## src/rtl/ps2_scancode_receiver.sv

```systemverilog
// PS/2 keyboard receiver: synchronises and de-glitches the raw lines, captures 11-bit frames,
// and decodes E0/F0/E1 prefixes into key events. Define PS2_PARITY_CHECK_EN to enforce odd parity.
module ps2_scancode_receiver #(
  parameter int unsigned FILTER_LEN     = 8,
  parameter int unsigned TIMEOUT_CYCLES = 50000
) (
  input  logic       clk,
  input  logic       reset,
  input  logic       ps2_clk,
  input  logic       ps2_data,
  output logic [7:0] key_code,
  output logic       key_pressed,
  output logic       key_extended,
  output logic       key_strobe,
  output logic       frame_error
);

  localparam int unsigned FiltW = $clog2(FILTER_LEN + 1);
  localparam int unsigned ToW   = $clog2(TIMEOUT_CYCLES + 1);
  localparam logic [FiltW-1:0] FiltMax = FiltW'(FILTER_LEN - 1);
  localparam logic [ToW-1:0]   ToMax   = ToW'(TIMEOUT_CYCLES - 1);

  typedef enum logic [1:0] {StIdle, StData, StParity, StStop} state_e;

  state_e           state_q, state_d;
  logic [1:0]       clk_sync_q, data_sync_q;
  logic             filt_q, filt_d, filt_prev_q;
  logic [FiltW-1:0] filt_cnt_q, filt_cnt_d;
  logic [ToW-1:0]   to_cnt_q;
  logic [2:0]       bit_cnt_q;
  logic [7:0]       shift_q;
  logic             bit_in, fall_edge, timeout, parity_ok;
  logic             start_err, stop_err, byte_valid, frame_err;
  logic             ext_q, brk_q;
  logic [2:0]       disc_q;
  logic [7:0]       key_code_q;
  logic             key_pressed_q, key_extended_q, key_strobe_q, frame_error_q;

  // Both synchronisers idle high so reset never looks like a falling edge.
  always_ff @(posedge clk or posedge reset) begin
    if (reset) begin
      clk_sync_q  <= 2'b11;
      data_sync_q <= 2'b11;
    end else begin
      clk_sync_q  <= {clk_sync_q[0], ps2_clk};
      data_sync_q <= {data_sync_q[0], ps2_data};
    end
  end

  assign bit_in = data_sync_q[1];

  always_comb begin
    filt_d     = filt_q;
    filt_cnt_d = '0;
    if (clk_sync_q[1] != filt_q) begin
      if (filt_cnt_q == FiltMax) begin
        filt_d = clk_sync_q[1];
      end else begin
        filt_cnt_d = filt_cnt_q + FiltW'(1);
      end
    end
  end

  always_ff @(posedge clk or posedge reset) begin
    if (reset) begin
      filt_q      <= 1'b1;
      filt_prev_q <= 1'b1;
      filt_cnt_q  <= '0;
    end else begin
      filt_q      <= filt_d;
      filt_prev_q <= filt_q;
      filt_cnt_q  <= filt_cnt_d;
    end
  end

  assign fall_edge = filt_prev_q & ~filt_q;
  // An edge in the expiry cycle wins over the timeout.
  assign timeout   = (state_q != StIdle) && !fall_edge && (to_cnt_q == ToMax);

  // Frame state register
  always_ff @(posedge clk or posedge reset) begin
    if (reset) begin
      state_q <= StIdle;
    end else begin
      state_q <= state_d;
    end
  end

  // Frame next-state logic
  always_comb begin
    state_d = state_q;
    if (timeout) begin
      state_d = StIdle;
    end else if (fall_edge) begin
      unique case (state_q)
        StIdle:   if (!bit_in) state_d = StData;
        StData:   if (bit_cnt_q == 3'd7) state_d = StParity;
        StParity: state_d = StStop;
        StStop:   state_d = StIdle;
        default:  state_d = StIdle;
      endcase
    end
  end

  // Frame outputs
  always_comb begin
    start_err  = 1'b0;
    stop_err   = 1'b0;
    byte_valid = 1'b0;
    if (fall_edge) begin
      unique case (state_q)
        StIdle: start_err = bit_in;
        StStop: begin
          byte_valid = bit_in & parity_ok;
          stop_err   = ~(bit_in & parity_ok);
        end
        default: ;
      endcase
    end
  end

  assign frame_err = start_err | stop_err | timeout;

`ifdef PS2_PARITY_CHECK_EN
  logic parity_q;

  always_ff @(posedge clk or posedge reset) begin
    if (reset) begin
      parity_q <= 1'b0;
    end else if (fall_edge && state_q == StParity) begin
      parity_q <= bit_in;
    end
  end

  assign parity_ok = ^{shift_q, parity_q};
`else
  assign parity_ok = 1'b1;
`endif

  always_ff @(posedge clk or posedge reset) begin
    if (reset) begin
      to_cnt_q  <= '0;
      bit_cnt_q <= '0;
      shift_q   <= '0;
    end else begin
      if (state_q == StIdle || fall_edge) begin
        to_cnt_q <= '0;
      end else begin
        to_cnt_q <= to_cnt_q + ToW'(1);
      end
      if (fall_edge) begin
        if (state_q == StIdle) begin
          bit_cnt_q <= '0;
        end else if (state_q == StData) begin
          shift_q   <= {bit_in, shift_q[7:1]};
          bit_cnt_q <= bit_cnt_q + 3'd1;
        end
      end
    end
  end

  // Prefix decode and event outputs
  always_ff @(posedge clk or posedge reset) begin
    if (reset) begin
      ext_q          <= 1'b0;
      brk_q          <= 1'b0;
      disc_q         <= '0;
      key_code_q     <= '0;
      key_pressed_q  <= 1'b0;
      key_extended_q <= 1'b0;
      key_strobe_q   <= 1'b0;
      frame_error_q  <= 1'b0;
    end else begin
      frame_error_q <= frame_err;
      if (frame_err) begin
        ext_q  <= 1'b0;
        brk_q  <= 1'b0;
        disc_q <= '0;
      end else if (byte_valid) begin
        if (disc_q != 3'd0) begin
          disc_q <= disc_q - 3'd1;
        end else begin
          case (shift_q)
            8'hE0: ext_q <= 1'b1;
            8'hF0: brk_q <= 1'b1;
            8'hE1: disc_q <= 3'd7;
            8'hAA, 8'hFA, 8'hFE, 8'hEE, 8'h00, 8'hFF: begin
            end
            default: begin
              key_code_q     <= shift_q;
              key_pressed_q  <= ~brk_q;
              key_extended_q <= ext_q;
              key_strobe_q   <= ~key_strobe_q;
              ext_q          <= 1'b0;
              brk_q          <= 1'b0;
            end
          endcase
        end
      end
    end
  end

  assign key_code     = key_code_q;
  assign key_pressed  = key_pressed_q;
  assign key_extended = key_extended_q;
  assign key_strobe   = key_strobe_q;
  assign frame_error  = frame_error_q;

endmodule

```

## config.mk

```make
export PLATFORM = sky130hd
export DESIGN_NAME = ps2_scancode_receiver
export DESIGN_NICKNAME = d
export VERILOG_FILES = /design/src/rtl/ps2_scancode_receiver.sv
export SDC_FILE = /design/constraint.sdc
export NUM_CORES = 1
export LEC_CHECK = 0
export BUFFER_PORTS_ARGS = -buffer_cell sky130_fd_sc_hd__buf_2
export CAP_MARGIN = 20
export CORE_AREA = 10 10 94 63
export DETAILED_ROUTE_END_ITERATION = 10
export DIE_AREA = 0 0 104 73
export GPL_ROUTABILITY_DRIVEN = 0
export PLACE_DENSITY = 0.81
export SYNTH_ARGS = -nofsm -noshare
export SYNTH_HDL_FRONTEND = slang
export SYNTH_SLANG_ARGS = --single-unit
```

## constraint.sdc

```tcl
create_clock -name clk -period 3.64 [get_ports clk]
set_input_delay 0.182 -clock clk [delete_from_list [all_inputs] [get_ports clk]]
set_output_delay 0.182 -clock clk [all_outputs]
set_load 0.05 [all_outputs]
```

* Yosys cells after proc, flatten, opt, wreduce, memory -nomap -nowiden *
Index checks and enable logic that the tools add are counted.

word-level totals
  bits in registers = 56
  logic and storage cells = 103
  output and inout port bits = 12

cells by class
  equality and inequality tests = 20
  bitwise gates (word level) = 11
  reductions and logical operators = 23
  add/sub/neg operators = 4
  multiplexer cells = 28

operators with widths
  kind                     number
  $eq A8 B8 Y1 const B     8
  $mux W3                  6
  $add A16 B1 Y16 const B  1
  $eq A16 B16 Y1 const B   1
  $mux W16                 1
  $reduce_or A8 Y1         2
  $mux W1                  12
  $reduce_and A3 Y1        4
  $reduce_or A9 Y1         1
  $logic_not A8 Y1         1
  $mux W2                  4
  $mux W4                  2
  $not A1 Y1               8
  $pmux W2 S4              1
  $reduce_bool A2 Y1       4
  $ne A3 B3 Y1 const B     2
  $reduce_and A2 Y1        3
  $reduce_bool A3 Y1       2
  $add A4 B1 Y4 const B    1
  $eq A2 B2 Y1 const B     2
  $eq A4 B3 Y1 const B     1
  $ne A2 B1 Y1 const B     2
  $pmux W1 S2              2
  $reduce_and A4 Y1        1
  other kinds (12)         14

* Logic depth before layout (Yosys ltp) *
Gate-level depths: netlist (run 1).

  depth in word-level cells = 8
  mapped depth = 8

* Least setup slack after synthesis (run 1) *
Ideal clock, no wire load.

  path type = register -> register
  start point = register state_q[0]
  end point = register key_code_q[0] (netlist: key_code[0])
  library setup time = 125 ps
  cell stages (with the launch flop) = 9
  setup slack = 1365 ps
  path buffers = 2
  arrival = 2150 ps
  cell sequence = dfrtp_1 inv_1 ha_1 or2_1 buf_6 o41ai_4 nand3b_1 buf_6 mux2_4

on the way
  cells in the longest elaborated chain, start to end = 7
  elaborated cells on any way between the ends = 15
  those cells by class = eq/ne: 1; mux: 6; bitwise: 3; reduce/logical: 5

RTL lines
  item                                                     RTL line  text
  start, declared                                          25        state_e state_q, state_d;
  start signal, assigned                                   83        state_q <= StIdle;
  start signal, assigned                                   85        state_q <= state_d;
  $eq A2 B2 Y1 / $logic_not A2 Y1 (equally long branches)  111       unique case (state_q)
  $mux W1                                                  111
  $mux W1                                                  110       if (fall_edge) begin
  $or A1 B1 Y1                                             122       assign frame_err = start_err | stop_err | timeout;
  $or A1 B1 Y1 (*)                                         122
  named net frame_err                                      33        logic start_err, stop_err, byte_valid, frame_err;
  $not A1 Y1 (no source line) (*)                          --
  $reduce_and A4 Y1 (no source line) (*)                   --
  end signal, assigned                                     190       key_code_q <= shift_q;
  end, declared                                            36        logic [7:0] key_code_q;

Mark *: on every way through the listed nets, which the timed path passes. The rest lies on a longest branch.
A chain may end at the register's enable or synchronous reset.

* Final worst setup path (run 1) *
  start point = register state_q[0]
  end point = register key_code_q[6] (netlist: key_code[6])

The elaborated chain is that of the path after synthesis.

==> results.sh, run 1 <==
export IMPL_max_freq_ghz=0.373
export IMPL_synth_seq_area_share_pct=54.0
export IMPL_grtUsageTotal_pct=12.7
export IMPL_clk_path_buf_depth=2
export IMPL_place_area_sq_um=2740
export IMPL_grt_overflow=0
export IMPL_cts_tree="done"
export IMPL_critical_path_endpoint="key_code[6]"
export IMPL_drt_vias_per_instance=5.27
export IMPL_r2r_setup_slack_ns=0.96
export IMPL_critPathMaxFanout=11
export IMPL_cp_end_kind="flop"
export IMPL_crit_chain="inv_1, ha_1, or2_1, o41ai_4, nand3b_1, mux2_2"
export IMPL_dr_pass1_iters=4
export IMPL_nets=258
export IMPL_synth_area_leaders="dfrtp_1 48%, dfstp_2 6.0%, ha_1 5.3%"
export IMPL_r2r_end="key_code[6]"
export IMPL_rsz0062_at_grt="no"
export IMPL_ys_flop_type="dfrtp_1"
export IMPL_avgSynthCellArea_sq_um=11.7
export IMPL_wire_per_inst_um=14.5
export IMPL_r2r_start="state_q[0]"
export IMPL_slew_viol_final=0
export IMPL_fp_dieH_um=73
export IMPL_timing_final_crit_share_pct=73.7
export IMPL_power_total_w=0.00142
export IMPL_fp_row_count=19
export IMPL_p_leak_nw=1.37
export IMPL_synth_edf_count=0
export IMPL_async_flop_share_pct=100
export IMPL_crit_type="flop to flop"
export IMPL_yosys_area_top_type_share_pct=47.9
export IMPL_area_growth_syn_to_layout_pct=10.5
export IMPL_cts_buffers=5
export IMPL_h_tree_depth=2
export IMPL_fin_crit_ns=2.68
export IMPL_dieWidth_um=104
export IMPL_setup_tns_ns=0
export IMPL_status="complete, no violations"
export IMPL_finalHoldViolations=0
export IMPL_place_hpwl_mm=3.14
export IMPL_setup_viol=0
export IMPL_antenna_found_initial=0
export IMPL_worst_pin_slew_ns=0.823
export IMPL_place_inst=297
export IMPL_wirelength_mm=4.44
export IMPL_pwr_density_cell_nw_per_um2=491
export IMPL_cts_sinks=56
export IMPL_start_util_pct=60.3
export IMPL_pin_count=16
export IMPL_portBuffers=15
export IMPL_yosysWarnings=0
export IMPL_worstSkewPairLatency_ns=0.30
export IMPL_maxCapViolations=0
export IMPL_syn_num_nets=238
export IMPL_clock_skew_ns=0.00456
export IMPL_core_sq_um=4330
export IMPL_num_vias=1619
export IMPL_syn_instance_count=223
export IMPL_arrival_ns=2.87
export IMPL_diodes=0
export IMPL_die_area_sq_um=7590
export IMPL_ys_seq_elements=56
export IMPL_clk_pin_slew_ns=0.09
export IMPL_fin_cells=307
export IMPL_cp_required_ns=3.83
export IMPL_grt_pass1_wl_mm=7.86
export IMPL_ir_drop_mv=0.382
export IMPL_synth_area_leader_cell="dfrtp_1"
export IMPL_design_area_sq_um=2890
export IMPL_postLayoutSetupSlackWorst_ns=0.959
export IMPL_r2r_cells=6
export IMPL_worstSetupStartpointType="flop"
export IMPL_drive_gt1_share_pct=23.0
export IMPL_post_route_drc_count=0
export IMPL_ys_types=44
export IMPL_synth_most_common_cell="dfrtp_1"
export IMPL_slew_headroom_pct=44.9
export IMPL_crit_slowest_cell="nand3b_1"
export IMPL_startpoint="state_q[0]"
export IMPL_min_delay_path_class="primary input to asynchronous set/reset pin"
export IMPL_syn_cell_area_sq_um=2610
export IMPL_synth_common_cells="50 x dfrtp_1, 25 x nor2_1, 13 x nand2_1"
export IMPL_pre_cts_slack_ns=0.929
export IMPL_grt_pass1_vias=1593
export IMPL_max_stage_delay_ns=0.60
export IMPL_clock_root_buffer="clkbuf_8"
export IMPL_ant_nets=0
export IMPL_grt_max_degree=57
export IMPL_dr_first_iter_drc_count=151
export IMPL_cts_resized=0
[worst max-delay path: cells and delay by family (launching register included)]
kind | cells | cell delay, ns
fa+ha+maj | 1 | 0.25
compound gates | 1 | 0.53
mux | 1 | 0.40
flops | 1 | 0.41
buf+inv | 1 | 0.10
simple gates | 2 | 0.89
[sequential cells by signal (all words and copies together) (netlist names), 2 cells and up]
signal and count:
disc_q 3, bit_cnt_q 3, filt_cnt_q 4, key_code 8, shift_q 8, to_cnt_q 16
clk_sync_q 2, state_q 2, data_sync_q 2
[timing repair]
action | CTS | global route
hold buffers | 2 | 0
setup endpoints to repair | 0 | 0
setup buffers | 0 | 0
hold endpoints to repair | 2 | 0
[area by class of cell]
cell class / instances / area [sq um]
Fill cell: 346 / 1440
Sequential cell: 56 / 1410
Multi-Input combinational cell: 150 / 1120
Timing Repair Buffer: 19 / 110
Clock buffer: 7 / 96.3
Tap cell: 63 / 78.8
Inverter: 11 / 41.3
Clock inverter: 1 / 30.0
[where the power goes]
group | leakage [nW] | internal (W) | switching (W)
logic | 0.552 | 0.000100 | 0.000151
clock network | 0.0645 | 0.000243 | 0.000187
registers | 0.755 | 0.000684 | 0.0000516
total | 1.37 | 0.00103 | 0.000389
[through the flow]
step	utilization (%)	hold WS, ns
after floorplan	-	0.186
after global placement	63.3	0.288
after detailed placement	63.3	0.289
after CTS	66.7	0.0769
after global routing	66.7	0.112
final	66.7	0.0521
[cells by family after synthesis]
logic type | Yosys count | synth area share, %
AND/OR/NAND/NOR | 78 | 15.5
flip-flops | 56 | 54.0
AO/OA/AOI/OAI | 26 | 7.34
multiplexers | 20 | 9.73
buffers and inverters | 17 | 3.12
XOR/XNOR | 15 | 5.03
adder cells (fa/ha/maj) | 11 | 5.27
[worst min-delay path by stage]
stage          cells after the start        endpoint  slack (ns)  startpoint
2_1_floorplan                      0   clk_sync_q[0]        0.19     ps2_clk
3_3_place_gp                       1   clk_sync_q[0]        0.29     ps2_clk
3_5_place_dp                       1  data_sync_q[0]        0.29    ps2_data
4_1_cts                            3       disc_q[0]        0.08       reset
5_1_grt                            3      state_q[1]        0.11       reset
6_report                           3     to_cnt_q[3]        0.05       reset
[placed cells by master (no fill, tap or decap), types with 8 or more instances in the layout]
cell type / synthesis / layout
dfrtp_1: 50 / 50
nor2_1: 25 / 25
buf_2: 2 / 15
nand2_1: 13 / 13
mux2_2: 11 / 11
ha_1: 11 / 11
inv_1: 11 / 10
nand3_1: 9 / 9
xnor2_1: 8 / 8
mux2_4: 8 / 8
[routing by layer]
metal | wire [um] | vias to the layer above | global-route usage (%)
met4 | 36 | 0 | 4.61
met3 | 224 | 2 | 3.88
li1 | - | 817 | -
met2 | 1840 | 27 | 17.7
met1 | 2340 | 773 | 18.1
met5 | 0 | - | 0
Power figures use the tool's default switching activity.
==> run 2: changes to the inputs <==
--- a/config.mk
+++ b/config.mk
@@ -5,13 +5,14 @@
 export SDC_FILE = /design/constraint.sdc
 export NUM_CORES = 1
 export LEC_CHECK = 0
+export ABC_AREA = 1
 export BUFFER_PORTS_ARGS = -buffer_cell sky130_fd_sc_hd__buf_2
 export CAP_MARGIN = 20
-export CORE_AREA = 10 10 94 63
+export CORE_AREA = 10 10 105 70
 export DETAILED_ROUTE_END_ITERATION = 10
-export DIE_AREA = 0 0 104 73
+export DIE_AREA = 0 0 115 80
 export GPL_ROUTABILITY_DRIVEN = 0
-export PLACE_DENSITY = 0.81
+export PLACE_DENSITY = 0.74
 export SYNTH_ARGS = -nofsm -noshare
 export SYNTH_HDL_FRONTEND = slang
 export SYNTH_SLANG_ARGS = --single-unit
==> constraint.sdc (replaced) <==
create_clock -name clk -period 2.2 [get_ports clk]
set_input_delay 0.11 -clock clk [delete_from_list [all_inputs] [get_ports clk]]
set_output_delay 0.11 -clock clk [all_outputs]
set_load 0.05 [all_outputs]
==> run 2 against run 1 <==
  * Critical path depth grew 4
  * First-iteration DRC count grew 3.3%
  * Core utilization shrank 8.1 points
  * Final area grew 9.8%
  * Flip-flop and latch count is the same
  * Largest power group unchanged
  * Highest routed layer unchanged
  * Die area grew 21%
  * Setup slack lost 0.74 ns
  * Critical endpoint is now key_code[5]
==> results.sh, run 2 <==
export IMPL_grt_pass1_wl_mm=9.74
export IMPL_mostFrequentLayoutCell="nand2_1"
export IMPL_clockPowerShare_pct=22.9
export IMPL_dr_pass1_iters=5
export IMPL_timing_final_crit_share_pct=89.9
export IMPL_synth_common_cells="85 x nand2_1, 50 x dfrtp_1, 50 x inv_1, 48 x nor2_1, 19 x o21ai_0"
export IMPL_hp_start="data_sync_q[0]"
export IMPL_holdPathStages=0
export IMPL_max_freq_ghz=0.506
export IMPL_setup_tns_ns=0
export IMPL_ys_types=30
export IMPL_worstSetupStartpointType="flop"
export IMPL_arrival_ns=2.22
export IMPL_grtUsageTotal_pct=12.6
export IMPL_ir_drop_mv=0.493
export IMPL_critPathMaxFanout=12
export IMPL_finalHoldViolations=0
export IMPL_crit_type="flop to flop"
export IMPL_clock_root_buffer="clkbuf_8"
export IMPL_r2r_start="state_q[0]"
export IMPL_fin_cells=450
export IMPL_synth_most_common_cell="nand2_1"
export IMPL_power_total_w=0.00249
export IMPL_cts_tree="done"
export IMPL_status="complete, no violations"
export IMPL_wirelength_mm=5.47
export IMPL_design_area_sq_um=3170
export IMPL_synth_area_leaders="dfrtp_1 43%, nand2_1 11%, inv_1 6.5%"
export IMPL_fin_crit_ns=1.98
export IMPL_holdWs_ns=0.363
export IMPL_async_flop_share_pct=100
export IMPL_start_util_pct=53.7
export IMPL_min_to="data_sync_q[1]"
export IMPL_largest_register_ff_count=16
export IMPL_r2r_end="key_code[5]"
export IMPL_p_sw_w=0.000865
export IMPL_ys_flop_type="dfrtp_1"
export IMPL_slew_viol_final=0
export IMPL_drive_gt1_share_pct=12.9
export IMPL_fillers=486
export IMPL_cp_required_ns=2.44
export IMPL_synth_edf_count=0
export IMPL_pwr_density_cell_nw_per_um2=787
export IMPL_cts_buffers=5
export IMPL_h_tree_depth=2
export IMPL_rsz0062_at_grt="no"
export IMPL_synth_seq_area_share_pct=48.5
export IMPL_clk_path_buf_depth=2
export IMPL_yosys_area_top_type_share_pct=43.1
export IMPL_core_sq_um=5410
export IMPL_maxCapViolations=0
export IMPL_cts_sinks=56
export IMPL_place_area_sq_um=3050
export IMPL_clock_skew_ns=0.00792
export IMPL_syn_instance_count=357
export IMPL_nets=395
export IMPL_worstSkewPairLatency_ns=0.30
export IMPL_r2r_setup_slack_ns=0.22
export IMPL_max_flop_register="to_cnt_q"
export IMPL_p_seq_share_pct=51.2
export IMPL_syn_num_nets=372
export IMPL_cp_end_kind="flop"
export IMPL_syn_cell_area_sq_um=2900
export IMPL_final_cell_mix="85 x nand2_1, 50 x dfrtp_1, 49 x inv_1"
export IMPL_area_growth_syn_to_layout_pct=9.13
export IMPL_grt_max_degree=31
export IMPL_grt_overflow=0
export IMPL_diodes=0
export IMPL_cts_setup_buffers=0
export IMPL_place_inst=439
export IMPL_wire_per_inst_um=12.1
export IMPL_p_int_w=0.00163
export IMPL_portBuffers=15
export IMPL_dr_first_iter_drc_count=156
export IMPL_comb_power_share_pct=25.9
export IMPL_pin_count=16
export IMPL_antenna_found_initial=0
export IMPL_clk_pin_slew_ns=0.09
export IMPL_synth_area_leader_cell="dfrtp_1"
export IMPL_setup_viol=0
export IMPL_drt_vias_per_instance=4.95
export IMPL_fp_row_count=21
export IMPL_yosysWarnings=0
export IMPL_num_vias=2229
export IMPL_post_route_drc_count=0
export IMPL_dieWidth_um=115
export IMPL_die_area_sq_um=9200
export IMPL_ant_nets=0
export IMPL_switching_share_pct=34.7
export IMPL_worst_pin_slew_ns=0.612
export IMPL_slew_headroom_pct=59.2
export IMPL_min_delay_path_class="flop to flop"
export IMPL_fp_dieH_um=80
export IMPL_grt_pass1_vias=2106
export IMPL_avgSynthCellArea_sq_um=8.13
export IMPL_cts_resized=0
export IMPL_p_leak_nw=1.56
export IMPL_r2r_cells=10
export IMPL_ys_seq_elements=56
export IMPL_place_hpwl_mm=4.22
==> run 2: cell count changes in the layout (fill, tap and decap cells not counted), moves of 4 or more <==
cell / change
xnor2_1: -4
inv_1: +39
o21ai_0: +13
mux2_4: -8
a21oi_1: +5
o21bai_1: +11
mux2_2: -11
nand2_2: +5
nor2_1: +23
nand2_1: +72
nand3_1: +9
a211oi_1: -4
nor2_2: +5
==> run 2: per-stage QoR <==
step | setup WS (ns) | util, %
2_1_floorplan | 0.644 | -
3_3_place_gp | 0.410 | 56.3
3_5_place_dp | 0.263 | 56.3
4_1_cts | 0.240 | 58.6
5_1_grt | 0.0155 | 58.6
6_report | 0.222 | 58.6
==> run 2: power groups by stage <==
stage	Clock (W)	Sequential (W)	Combinational (W)
floorplan	0	0.00129	0.000481
global placement	0	0.00129	0.000627
detailed placement	0	0.00130	0.000641
CTS	0.000588	0.00128	0.000647
global route	0.000635	0.00130	0.000751
finish	0.000571	0.00128	0.000646
==> run 2: critical path, stage by stage, from the launching register on <==
cell     delay (ns)
dfrtp_1        0.43
inv_1          0.12
ha_1           0.17
inv_1          0.09
nand2_1        0.11
nor2_1         0.04
nand3_1        0.16
nand3_2        0.28
nor2_4         0.33
nand2_1        0.08
nand2_1        0.09
==> run 2: how the worst max path moves through the flow <==
stage | start | end | slack [ns] | cells after the start
after floorplan | state_q[0] | key_code[0] | 0.64 | 10
after global placement | state_q[0] | key_code[6] | 0.41 | 10
after detailed placement | state_q[0] | key_code[5] | 0.26 | 10
after CTS | state_q[0] | key_code[5] | 0.24 | 10
after global routing | state_q[1] | key_code[0] | 0.02 | 10
final | state_q[0] | key_code[5] | 0.22 | 10
==> run 2: per-layer routing <==
metal	track usage, %	routed length (um)
met5	0	0
met2	17.7	2160
met4	2.96	34
met3	3.38	331
met1	18.7	2940
==> run 2: repair_timing <==
action,4_1_cts,5_1_grt
endpoints found under the setup margin,0,0
endpoints found under the hold margin,30,0
hold buffers,3,0
==> run 2: area by class of cell <==
type / instances / area (sq um) / area share (%)
flip-flops and latches: 56 / 1410 / 44.5
well taps: 69 / 86.3 / 2.72
clock buffers: 8 / 90.1 / 2.84
multi-input cells: 242 / 1250 / 39.6
repair buffers: 21 / 128 / 4.03
inverters: 54 / 203 / 6.40
==> run 2: kinds of logic after synthesis <==
| kind of cell | share of synthesized area [%] |
|---|---|
| and+or+nand+nor | 26.6 |
| buffers and inverters | 8.31 |
| DFF | 48.5 |
| AOI/OAI and AO/OA | 8.79 |
| adders and majority gates | 4.74 |
| xor gates and xnor gates | 2.71 |
| muxes | 0.345 |
==> run 3: changes to the inputs <==
==> config.mk (replaced) <==
export PLATFORM = sky130hd
export DESIGN_NAME = ps2_scancode_receiver
export DESIGN_NICKNAME = d
export VERILOG_FILES = /design/src/rtl/ps2_scancode_receiver.sv
export SDC_FILE = /design/constraint.sdc
export NUM_CORES = 1
export LEC_CHECK = 0
export BUFFER_PORTS_ARGS = -buffer_cell sky130_fd_sc_hd__buf_2
export CORE_AREA = 10 10 101 67
export DETAILED_ROUTE_END_ITERATION = 10
export DIE_AREA = 0 0 111 77
export GPL_ROUTABILITY_DRIVEN = 0
export PLACE_DENSITY = 0.74
export RECOVER_POWER = 100
export SYNTH_ARGS = -nofsm -noshare
export SYNTH_HDL_FRONTEND = slang
export SYNTH_SLANG_ARGS = --single-unit
==> run 3 against run 2 <==
  * Critical path depth down 3
  * Total power shrank 6.3%
  * Setup slack got worse by 0.16 ns
  * Sequential share of layout area grew 1.8 points
  * Fmax decreased by 7.6%
  * Critical path type unchanged
==> results.sh, run 3 (synthesized netlist as in run 1, its figures left out) <==
export IMPL_grt_pass1_wl_mm=8.28
export IMPL_slew_viol_final=0
export IMPL_finalHoldViolations=0
export IMPL_path_buf_inv=2
export IMPL_max_freq_ghz=0.467
export IMPL_crit_family="simple AND/OR/NAND/NOR gates"
export IMPL_fp_row_count=20
export IMPL_worst_path_stages=7
export IMPL_worstSetupStartpointType="flop"
export IMPL_slew_headroom_pct=18.8
export IMPL_place_hpwl_mm=3.60
export IMPL_max_stage_delay_ns=0.41
export IMPL_portBuffers=15
export IMPL_r2r_cells=7
export IMPL_cts_tree="done"
export IMPL_seq_area_sq_um=1410
export IMPL_timing_final_crit_share_pct=97.3
export IMPL_setup_tns_ns=0
export IMPL_clock_skew_ns=0.0111
export IMPL_worstSkewPairLatency_ns=0.31
export IMPL_ir_drop_mv=0.431
export IMPL_max_flop_register="to_cnt_q"
export IMPL_cp_required_ns=2.40
export IMPL_cts_sinks=56
export IMPL_area_growth_syn_to_layout_pct=16.7
export IMPL_holdPathStages=0
export IMPL_dr_first_iter_drc_count=94
export IMPL_drive_gt1_share_pct=25.9
export IMPL_crit_type="flop to flop"
export IMPL_multi_input_area_sq_um=1160
export IMPL_nets=280
export IMPL_grt_pass1_vias=1715
export IMPL_design_area_sq_um=3050
export IMPL_crit_chain="inv_1, ha_2, or2_4, o41ai_4, nand3b_1, buf_6, mux2_2"
export IMPL_pin_count=16
export IMPL_start_util_pct=52.9
export IMPL_fp_dieH_um=77
export IMPL_dr_pass1_iters=4
export IMPL_wirelength_mm=5.01
export IMPL_h_tree_depth=2
export IMPL_grt_overflow=0
export IMPL_die_area_sq_um=8550
export IMPL_grtUsageTotal_pct=11.5
export IMPL_switching_share_pct=29.8
export IMPL_core_sq_um=4930
export IMPL_wire_per_inst_um=15.1
export IMPL_drt_vias_per_instance=5.19
export IMPL_maxCapViolations=0
export IMPL_p_sw_w=0.000695
export IMPL_worst_pin_slew_ns=1.22
export IMPL_p_leak_nw=1.40
export IMPL_place_area_sq_um=2850
export IMPL_setup_viol=0
export IMPL_antenna_found_initial=0
export IMPL_crit_slowest_cell="dfrtp_1"
export IMPL_cts_buffers=5
export IMPL_comb_power_share_pct=23.5
export IMPL_cp_end_kind="flop"
export IMPL_min_delay_path_class="flop to flop"
export IMPL_mostFrequentLayoutCell="dfrtp_1"
export IMPL_clock_root_buffer="clkbuf_8"
export IMPL_post_route_drc_count=0
export IMPL_p_int_w=0.00164
export IMPL_p_seq_share_pct=52.0
export IMPL_final_cell_mix="50 x dfrtp_1, 25 x nor2_1, 19 x buf_4"
export IMPL_ant_nets=0
export IMPL_dieWidth_um=111
export IMPL_arrival_ns=2.34
export IMPL_clockPowerShare_pct=24.6
export IMPL_fin_crit_ns=2.14
export IMPL_num_vias=1724
export IMPL_clk_path_buf_depth=2
export IMPL_grt_max_degree=34
export IMPL_pwr_density_cell_nw_per_um2=767
export IMPL_final_util_pct=61.8
export IMPL_holdWs_ns=0.360
export IMPL_fillers=393
export IMPL_largest_register_ff_count=16
export IMPL_status="complete, no violations"
export IMPL_diodes=0
export IMPL_critPathMaxFanout=5
export IMPL_clk_pin_slew_ns=0.10
run 3: changes by cell type in the layout (fill, tap and decap cells not counted), moves of 11 or more:
cell	previous run	this run
nor2_1	48	25
nand2_1	85	13
buf_2	15	3
clkbuf_1	2	15
o21ai_0	19	6
o21bai_1	11	0
inv_1	49	10
mux2_2	0	11
buf_4	3	19
run 3: repair_timing:
| action | in CTS | in global routing |
|---|---|---|
| hold buffers | 3 | 0 |
| endpoints found under the hold margin | 31 | 0 |
| setup endpoints to repair | 0 | 11 |
| gates resized for setup | 0 | 13 |
| buffers inserted | 0 | 7 |
run 3: stage by stage:
step | power [W] | std cells | worst slack, ns
3_5_place_dp | 0.00169 | 314 | 0.0369
3_3_place_gp | 0.00167 | 314 | 0.104
2_1_floorplan | 0.00156 | 223 | 0.00856
6_report | 0.00234 | 332 | 0.0604
4_1_cts | 0.00228 | 325 | 0.0222
5_1_grt | 0.00249 | 332 | -0.0295
run 3: power groups by stage:
stage | Clock (W) | Sequential [W] | Combinational [W]
6_report | 0.000574 | 0.00121 | 0.000548
4_1_cts | 0.000598 | 0.00122 | 0.000463
3_3_place_gp | 0 | 0.00123 | 0.000444
5_1_grt | 0.000642 | 0.00123 | 0.000620
3_5_place_dp | 0 | 0.00123 | 0.000458
2_1_floorplan | 0 | 0.00123 | 0.000337
run 3: path summary, 6_finish.rpt:
| kind | startpoint | slack [ns] | to |
|---|---|---|---|
| setup / recovery | state_q[1] | 0.06 | key_code[6] |
| hold / removal | data_sync_q[0] | 0.36 | data_sync_q[1] |
| setup reg to reg | state_q[1] | 0.06 | key_code[6] |
| hold reg to reg | data_sync_q[0] | 0.36 | data_sync_q[1] |
| max in group asynchronous | reset | 0.47 | clk_sync_q[1] |
| min in group asynchronous | reset | 0.66 | to_cnt_q[2] |
run 3: layout make-up:
type                            count  share of cell area, %
Tap cell                           66                   2.71
Clock buffer                        8                   2.96
Timing Repair Buffer               41                   8.67
Sequential cell                    56                   46.3
Inverter                           11                   1.36
Multi-Input combinational cell    150                   38.0
run 3: per-layer routing:
metal	vias up	wire, um	GRT usage (%)
met5	-	0	0
met4	0	8	1.94
met3	2	237	3.50
met2	39	2170	16.9
met1	822	2590	16.2
li1	861	-	-
run 3: worst reg2reg max path, cell delays in order, from the launching register on:
cell      delay [ns]
dfrtp_1         0.41
inv_1           0.11
ha_2            0.22
or2_4           0.29
o41ai_4         0.34
nand3b_1        0.20
buf_6           0.15
mux2_2          0.32
